`src/rtl/clk_div_pkg.sv`:
```
// Shared constants for the multi-channel clock divider: default counter
// width and common half-period values for a 100 MHz board clock.
package clk_div_pkg;

  localparam int unsigned CNT_W_DEF  = 27;
  localparam int unsigned HALF_1HZ   = 50_000_000;
  localparam int unsigned HALF_100HZ = 500_000;
  localparam int unsigned HALF_1KHZ  = 50_000;

endpackage

```
`src/rtl/clk_div_channel.sv`:
```
// One divider channel: half-period counter, active/pending divide values,
// registered 50%-duty clock, rising-edge tick and pending flag.
module clk_div_channel
  import clk_div_pkg::*;
#(
  parameter int unsigned CNT_W        = CNT_W_DEF,
  parameter int unsigned DEFAULT_HALF = HALF_1HZ
) (
  input  logic             clk,
  input  logic             rst,
  input  logic             en,
  input  logic             we,
  input  logic [CNT_W-1:0] wr_half,
  output logic             div_clk,
  output logic             tick,
  output logic             pend
);

  logic [CNT_W-1:0] cnt;
  logic [CNT_W-1:0] act_half;
  logic [CNT_W-1:0] pend_half;
  logic [CNT_W-1:0] wr_val;
  logic             wrap;
  logic             boundary;

  always_comb begin
    wr_val   = (wr_half == '0) ? CNT_W'(1) : wr_half;
    wrap     = (cnt == act_half - CNT_W'(1));
    boundary = wrap && div_clk;
  end

  always_ff @(posedge clk) begin
    if (rst) begin
      cnt       <= '0;
      div_clk   <= 1'b0;
      tick      <= 1'b0;
      pend      <= 1'b0;
      act_half  <= CNT_W'(DEFAULT_HALF);
      pend_half <= CNT_W'(DEFAULT_HALF);
    end else if (!en) begin
      cnt     <= '0;
      div_clk <= 1'b0;
      tick    <= 1'b0;
      pend    <= 1'b0;
      // A fresh write wins over an older pending value.
      if (we)
        act_half <= wr_val;
      else if (pend)
        act_half <= pend_half;
    end else begin
      cnt     <= wrap ? '0 : cnt + CNT_W'(1);
      div_clk <= wrap ? ~div_clk : div_clk;
      tick    <= wrap && !div_clk;
      if (we) begin
        if (boundary) begin
          act_half <= wr_val;
          pend     <= 1'b0;
        end else begin
          pend_half <= wr_val;
          pend      <= 1'b1;
        end
      end else if (boundary && pend) begin
        act_half <= pend_half;
        pend     <= 1'b0;
      end
    end
  end

endmodule

```
`src/rtl/clk_div_multi.sv`:
```
// Multi-channel programmable clock divider / tick generator: write-address
// decode and per-channel instantiation.
module clk_div_multi
  import clk_div_pkg::*;
#(
  parameter int unsigned NUM_CH       = 2,
  parameter int unsigned CNT_W        = CNT_W_DEF,
  parameter int unsigned DEFAULT_HALF = HALF_1HZ,
  parameter int unsigned CH_W         = (NUM_CH > 1) ? $clog2(NUM_CH) : 1
) (
  input  logic              clk,
  input  logic              rst,
  input  logic [NUM_CH-1:0] en,
  input  logic              cfg_we,
  input  logic [CH_W-1:0]   cfg_ch,
  input  logic [CNT_W-1:0]  cfg_half,
  output logic [NUM_CH-1:0] div_clk,
  output logic [NUM_CH-1:0] tick,
  output logic [NUM_CH-1:0] cfg_pend
);

  logic [NUM_CH-1:0] ch_we;

  // Out-of-range channel numbers match no instance and are dropped.
  for (genvar g = 0; g < NUM_CH; g++) begin : g_ch
    assign ch_we[g] = cfg_we && (cfg_ch == CH_W'(g));

    clk_div_channel #(
      .CNT_W        (CNT_W),
      .DEFAULT_HALF (DEFAULT_HALF)
    ) u_ch (
      .clk     (clk),
      .rst     (rst),
      .en      (en[g]),
      .we      (ch_we[g]),
      .wr_half (cfg_half),
      .div_clk (div_clk[g]),
      .tick    (tick[g]),
      .pend    (cfg_pend[g])
    );
  end

endmodule

```
`config.mk`:
```
export PLATFORM = sky130hd
export DESIGN_NAME = clk_div_multi
export DESIGN_NICKNAME = d
export VERILOG_FILES = /design/src/rtl/clk_div_pkg.sv /design/src/rtl/clk_div_channel.sv /design/src/rtl/clk_div_multi.sv
export SDC_FILE = /design/constraint.sdc
export NUM_CORES = 1
export LEC_CHECK = 0
export CORE_ASPECT_RATIO = 1.2
export CORE_MARGIN = 3
export CORE_UTILIZATION = 30
export CTS_CLUSTER_DIAMETER = 200
export DETAILED_ROUTE_END_ITERATION = 10
export DONT_BUFFER_PORTS = 1
export GPL_TIMING_DRIVEN = 0
export SYNTH_ARGS = -nofsm -noshare
export SYNTH_HDL_FRONTEND = slang
export SYNTH_HIERARCHICAL = 1
export SYNTH_SLANG_ARGS = --single-unit
```
`constraint.sdc`:
```
create_clock -name clk -period 4.5 [get_ports clk]
set_input_delay 0 -clock clk [delete_from_list [all_inputs] [get_ports clk]]
set_output_delay 0 -clock clk [all_outputs]
set_load 0.005 [all_outputs]
```
== Word level (Yosys, flattened, before mapping) ==
Cells that the tools add are included.
Storage, ports and cells
  register bits: 168
  input bits: 33
  output and inout bits: 6
Operators by class
  $add $sub $neg: 4
  equal/unequal tests: 6
  multiplexer cells: 19
  bitwise operators: 7
  reductions and logical operators: 23
Operators by type and width (count)
  $mux 27: 13
  $add 27x1->27 const B: 2
  $eq 27x27->1: 2
  $sub 27x1->27 const B: 2
  $logic_not 27->1: 1
  $reduce_and 3->1: 4
  $logic_and 1x1->1: 8
  $not 1->1: 7
  $mux 1: 6
  $ne 3x1->1 const B: 2
  $ne 3x3->1 const B: 2
  $reduce_bool 3->1: 2
  $reduce_or 3->1: 2
  $reduce_bool 2->1: 2
  $reduce_or 2->1: 2
  $logic_not 1->1: 2

== Logic depth before layout (Yosys ltp) ==
  depth in word-level cells: 7
  mapped depth: 13

== Modules after synthesis ==
Netlist, hierarchy kept.
By module, submodules not included
  clk_div_channel at g_ch[1].u_ch: instances 1, cells an instance 576, area each 4862.2 sq um, seq. area each 1681.6 sq um
  clk_div_channel at g_ch[0].u_ch: instances 1, cells an instance 556, area each 4628.2 sq um, seq. area each 1681.6 sq um
  clk_div_multi: instances 1, cells an instance 2, area each 16.3 sq um, seq. area each 0.0 sq um

== Least setup slack after synthesis ==
Ideal clock, no wire load.
  kind: flip-flop to flip-flop
  from: register g_ch[1].u_ch.act_half[0]
  to: register g_ch[1].u_ch.cnt[17]
  data arrival time: 3270 ps
  required time: 4383 ps
  slack: 1113 ps
  stages on the path, launching flop included: 14
  buffers on the path: 3
  cell sequence: dfxtp_1 buf_6 inv_1 ha_1 or3b_2 nor4_1 xnor2_1 or4b_1 or4_1 nor4_1 or2_1 buf_2 buf_2 nor2_1
On the way
  longest elaborated chain between the ends: 3
Ends and longest elaborated chain
  start: declaration: RTL line clk_div_channel.sv:20  | logic [CNT_W-1:0] act_half;
  start signal: assignment: RTL line clk_div_channel.sv:38  | act_half <= CNT_W'(DEFAULT_HALF);
  start signal: assignment: RTL line clk_div_channel.sv:47  | act_half <= wr_val;
  start signal: assignment: RTL line clk_div_channel.sv:49  | act_half <= pend_half;
  $sub 27x1->27: RTL line clk_div_channel.sv:28  | wrap = (cnt == act_half - CNT_W'(1));
  $eq 27x27->1: RTL line clk_div_channel.sv:28
  $reduce_or 3->1 (no source line)
  end signal: assignment: RTL line clk_div_channel.sv:51  | cnt <= wrap ? '0 : cnt + CNT_W'(1);
  end: declaration: RTL line clk_div_channel.sv:19  | logic [CNT_W-1:0] cnt;
Every way passes these cells.
A chain may end at the register's enable or synchronous reset.

== Worst setup path in the final report ==
  from: register g_ch[1].u_ch.act_half[1]
  to: register g_ch[1].u_ch.act_half[5]
On the way
  longest elaborated chain between the ends: 6
Ends and longest elaborated chain
  $sub 27x1->27 (*): RTL line clk_div_channel.sv:28
  $eq 27x27->1 (*): RTL line clk_div_channel.sv:28
  $logic_and 1x1->1 (*): RTL line clk_div_channel.sv:29  | boundary = wrap && div_clk;
  $logic_and 1x1->1: RTL line clk_div_channel.sv:62  | end else if (boundary && pend) begin
  $ne 3x1->1 (no source line)
  $reduce_and 3->1 (no source line) (*)
Every way passes the cells marked *; elsewhere a longest branch is shown, timed or not.

==> results.cfg <==
[outcome]
run_status = finished clean

[placed_design]
port_buffers = 0
place.detailed.instances = 1530
routabilityCongestion = 0.833
placement_stage_cell_area_um2 = 10000
dp_slack_ns = 0.482
final_hpwl_dp_mm = 20.0

[floorplanning]
die_height_um = 201
num_rows = 70
fp.dieW_um = 169
core_um2 = 30800
die-area_um2 = 33900
boundaryPins = 39
initial_core_util = 0.308

[sta]
timing.final.max_slew_violations = 0
period_share = 0.912
timing.clock.skew_ns = 0.00936
worstMarginPinSlew_ns = 0.765
hold-worst-slack_ns = 0.0337
timing.final.hold_violations = 0
rsz_0062_raised_after_global_routing = false
worst_slew_margin_rel = 0.476
fin_tns_setup_ns = 0
finalSetupViolations = 0
final.min_clock_period_ns = 4.10
max_clock_freq_mhz = 244
fin_ws_ns = 0.397

[critical_path]
worst-path-buf-inv = 2
timing.critical_path.max_delay_family = simple AND/OR/NAND/NOR gates
setup.worst_path.class = flop to flop
timing.critical_path.required_ns = 4.82
crit_chain = inv_1, ha_1, nor3b_1, nand4_1, o31ai_1, nand4_1, or3b_4, o41ai_4, o21ai_2, buf_6, mux2_4
crit_path_max_incr_delay_ns = 0.57
cp.arrival_ns = 4.42
cp_max_fo = 10
path_common_cell = sky130_fd_sc_hd__nand4_1
timing.critical_path.slowest_stage_cell = sky130_fd_sc_hd__nor3b_1
timing.critical_path.from_type = flop
timing.critical_path.to_type = flop

[power]
leakage_nw = 3.70
p_per_area_nw_per_um2 = 316
switching_share = 0.262
clock_power_share = 0.443
worst_ir_drop_vdd_mv = 0.257
sequentialPowerShare = 0.451
pwr-share-comb = 0.106
p_int_mw = 2.54
power.net_switching_mw = 0.905
total_power_mw = 3.45

[route]
firstDrtPassIters = 5
detail-route-antenna-nets = 0
initialDrtViolationCount = 448
wl_per_cell_um = 17.3
routed_via_density = 5.28
detail_route.wirelength_mm = 27.5
via_count = 8408
drc = 0

[finish]
final_nets = 1220
drive_above_1_share = 0.0753
final_design_area_no_fill_um2 = 10900
fin_util = 0.354
area_growth_pct = 14.7
finish.cell_count_without_fillers = 1592
antenna_cells = 0
fillers = 3216

[synth]
synth.cells.most_frequent = 170 x sky130_fd_sc_hd__nor2_1, 168 x sky130_fd_sc_hd__dfxtp_1, 69 x sky130_fd_sc_hd__xor2_1, 66 x sky130_fd_sc_hd__mux2i_1, 62 x sky130_fd_sc_hd__nand3_1
synth_async_sr_flop_share = 0
mapped_nets = 1171
yosys.area.top_type_share = 0.354
synth_top_flop_cell = sky130_fd_sc_hd__dfxtp_1
yosysTopAreaCell = sky130_fd_sc_hd__dfxtp_1
yosys.cell_count.top_type = sky130_fd_sc_hd__nor2_1
synthesis.area_per_instance_um2 = 8.38
yosys_reg_bits = 168
synth_cell_types = 77
yosys_warnings = 6
netlist_area_um2 = 9510
synth_enable_flop_cells = 0
synth_top_cells_by_area = sky130_fd_sc_hd__dfxtp_1 35%, sky130_fd_sc_hd__mux2i_1 6.9%, sky130_fd_sc_hd__nor2_1 6.7%, sky130_fd_sc_hd__xor2_1 6.4%, sky130_fd_sc_hd__a211oi_1 4.3%
synth_sequential_area_ratio = 0.354
post_syn_instances = 1134

[global_routing]
global_route.overflow_total = 0
pin_count_of_the_biggest_net_entering_global_routing = 17
use_met1 = 0.195
groute.usage.overall = 0.161
global_route.peak_usage_layer = met2
groute.layer.met3.usage = 0.0299
grt_util_met2 = 0.282
antenna_found_initial = 1
via_count_of_the_first_global_routing_pass = 8210
grt_first_pass_wirelength_mm = 43.9

[clock_network]
cts_htree_levels = 4
cts_buffers = 17
ctsRootBufferMaster = sky130_fd_sc_hd__clkbuf_16
post_cts_buffers = 0
cts_buffer_depth = 2
clk_pin_slew_worst_paths_ns = 0.06
insertion_delay_ns = 0.43
cts_num_sinks = 168
cts_tree = built

[run]
max_cap_viol_count = 0

[min_path]
hp-class = input port to flop
## cell type report
type / count / area [µm²] / share of cell area
Multi-Input combinational cell: 872 / 5730 / 0.526
Sequential cell: 168 / 3360 / 0.308
Tap cell: 396 / 495 / 0.0454
Clock buffer: 19 / 433 / 0.0397
Buffer: 76 / 343 / 0.0314
Timing Repair Buffer: 30 / 300 / 0.0275
Clock inverter: 13 / 171 / 0.0157
Inverter: 18 / 67.6 / 0.00619
## cell families after synthesis
group,share of synthesized area
buf+inv,0.0432
simple gates,0.254
fa+ha+maj,0.00526
xor+xnor,0.103
flops,0.354
mux,0.0888
compound gates,0.152
## layer usage
| layer | up-vias | part of all wire |
|---|---|---|
| met5 | - | 0 |
| met3 | 47 | 0.046 |
| met4 | 0 | 0.030 |
| li1 | 4172 | - |
| met2 | 189 | 0.50 |
| met1 | 4000 | 0.43 |
## final timing paths
kind	depth (start not counted)	to	slack (ns)	from
setup / recovery	11	g_ch[1].u_ch/act_half[5]	0.40	g_ch[1].u_ch/act_half[1]
hold reg to reg	1	g_ch[0].u_ch/cnt[0]	0.47	g_ch[0].u_ch/cnt[0]
hold / removal	3	g_ch[0].u_ch/pend_half[0]	0.03	cfg_half[16]
setup reg to reg	11	g_ch[1].u_ch/act_half[5]	0.40	g_ch[1].u_ch/act_half[1]
## state kept, by name (all words and copies together) (netlist names)
signal,count
g_ch.u_ch/act_half,54
g_ch.u_ch/cnt,54
g_ch.u_ch/div_clk,2
g_ch.u_ch/pend,2
g_ch.u_ch/pend_half,54
g_ch.u_ch/tick,2
## cell usage in the layout (no fill, tap or decap), types with 42 or more instances in the layout
cell / instances
sky130_fd_sc_hd__a21oi_1: 58
sky130_fd_sc_hd__nand3_1: 62
sky130_fd_sc_hd__mux2i_1: 66
sky130_fd_sc_hd__clkbuf_1: 49
sky130_fd_sc_hd__nor2_1: 170
sky130_fd_sc_hd__xnor2_1: 43
sky130_fd_sc_hd__dfxtp_1: 168
sky130_fd_sc_hd__a211oi_1: 55
sky130_fd_sc_hd__nor2b_1: 42
sky130_fd_sc_hd__xor2_1: 69
## worst reg2reg max path, delay by kind of cell, from the launching register on
| kind | cells | cell delay, ns |
|---|---|---|
| adders and majority gates | 1 | 0.24 |
| muxes | 1 | 0.30 |
| DFF | 1 | 0.37 |
| buffers and inverters | 2 | 0.38 |
| AOI/OAI and AO/OA | 3 | 1.21 |
| and+or+nand+nor | 4 | 1.49 |
## power groups by stage
stage	logic [mW]	registers (mW)	clock network [mW]
4_1_cts	0.363	1.56	1.56
6_report	0.366	1.56	1.53
2_1_floorplan	0.249	1.58	0
5_1_grt	0.399	1.56	1.62
3_3_place_gp	0.317	1.59	0
3_5_place_dp	0.322	1.59	0
## what timing repair did
item                                   in CTS  in global routing
resized for setup                           0                  0
endpoints found under the hold margin     112                  0
hold buffers                               30                  0
(Power assumes the default switching activity.)
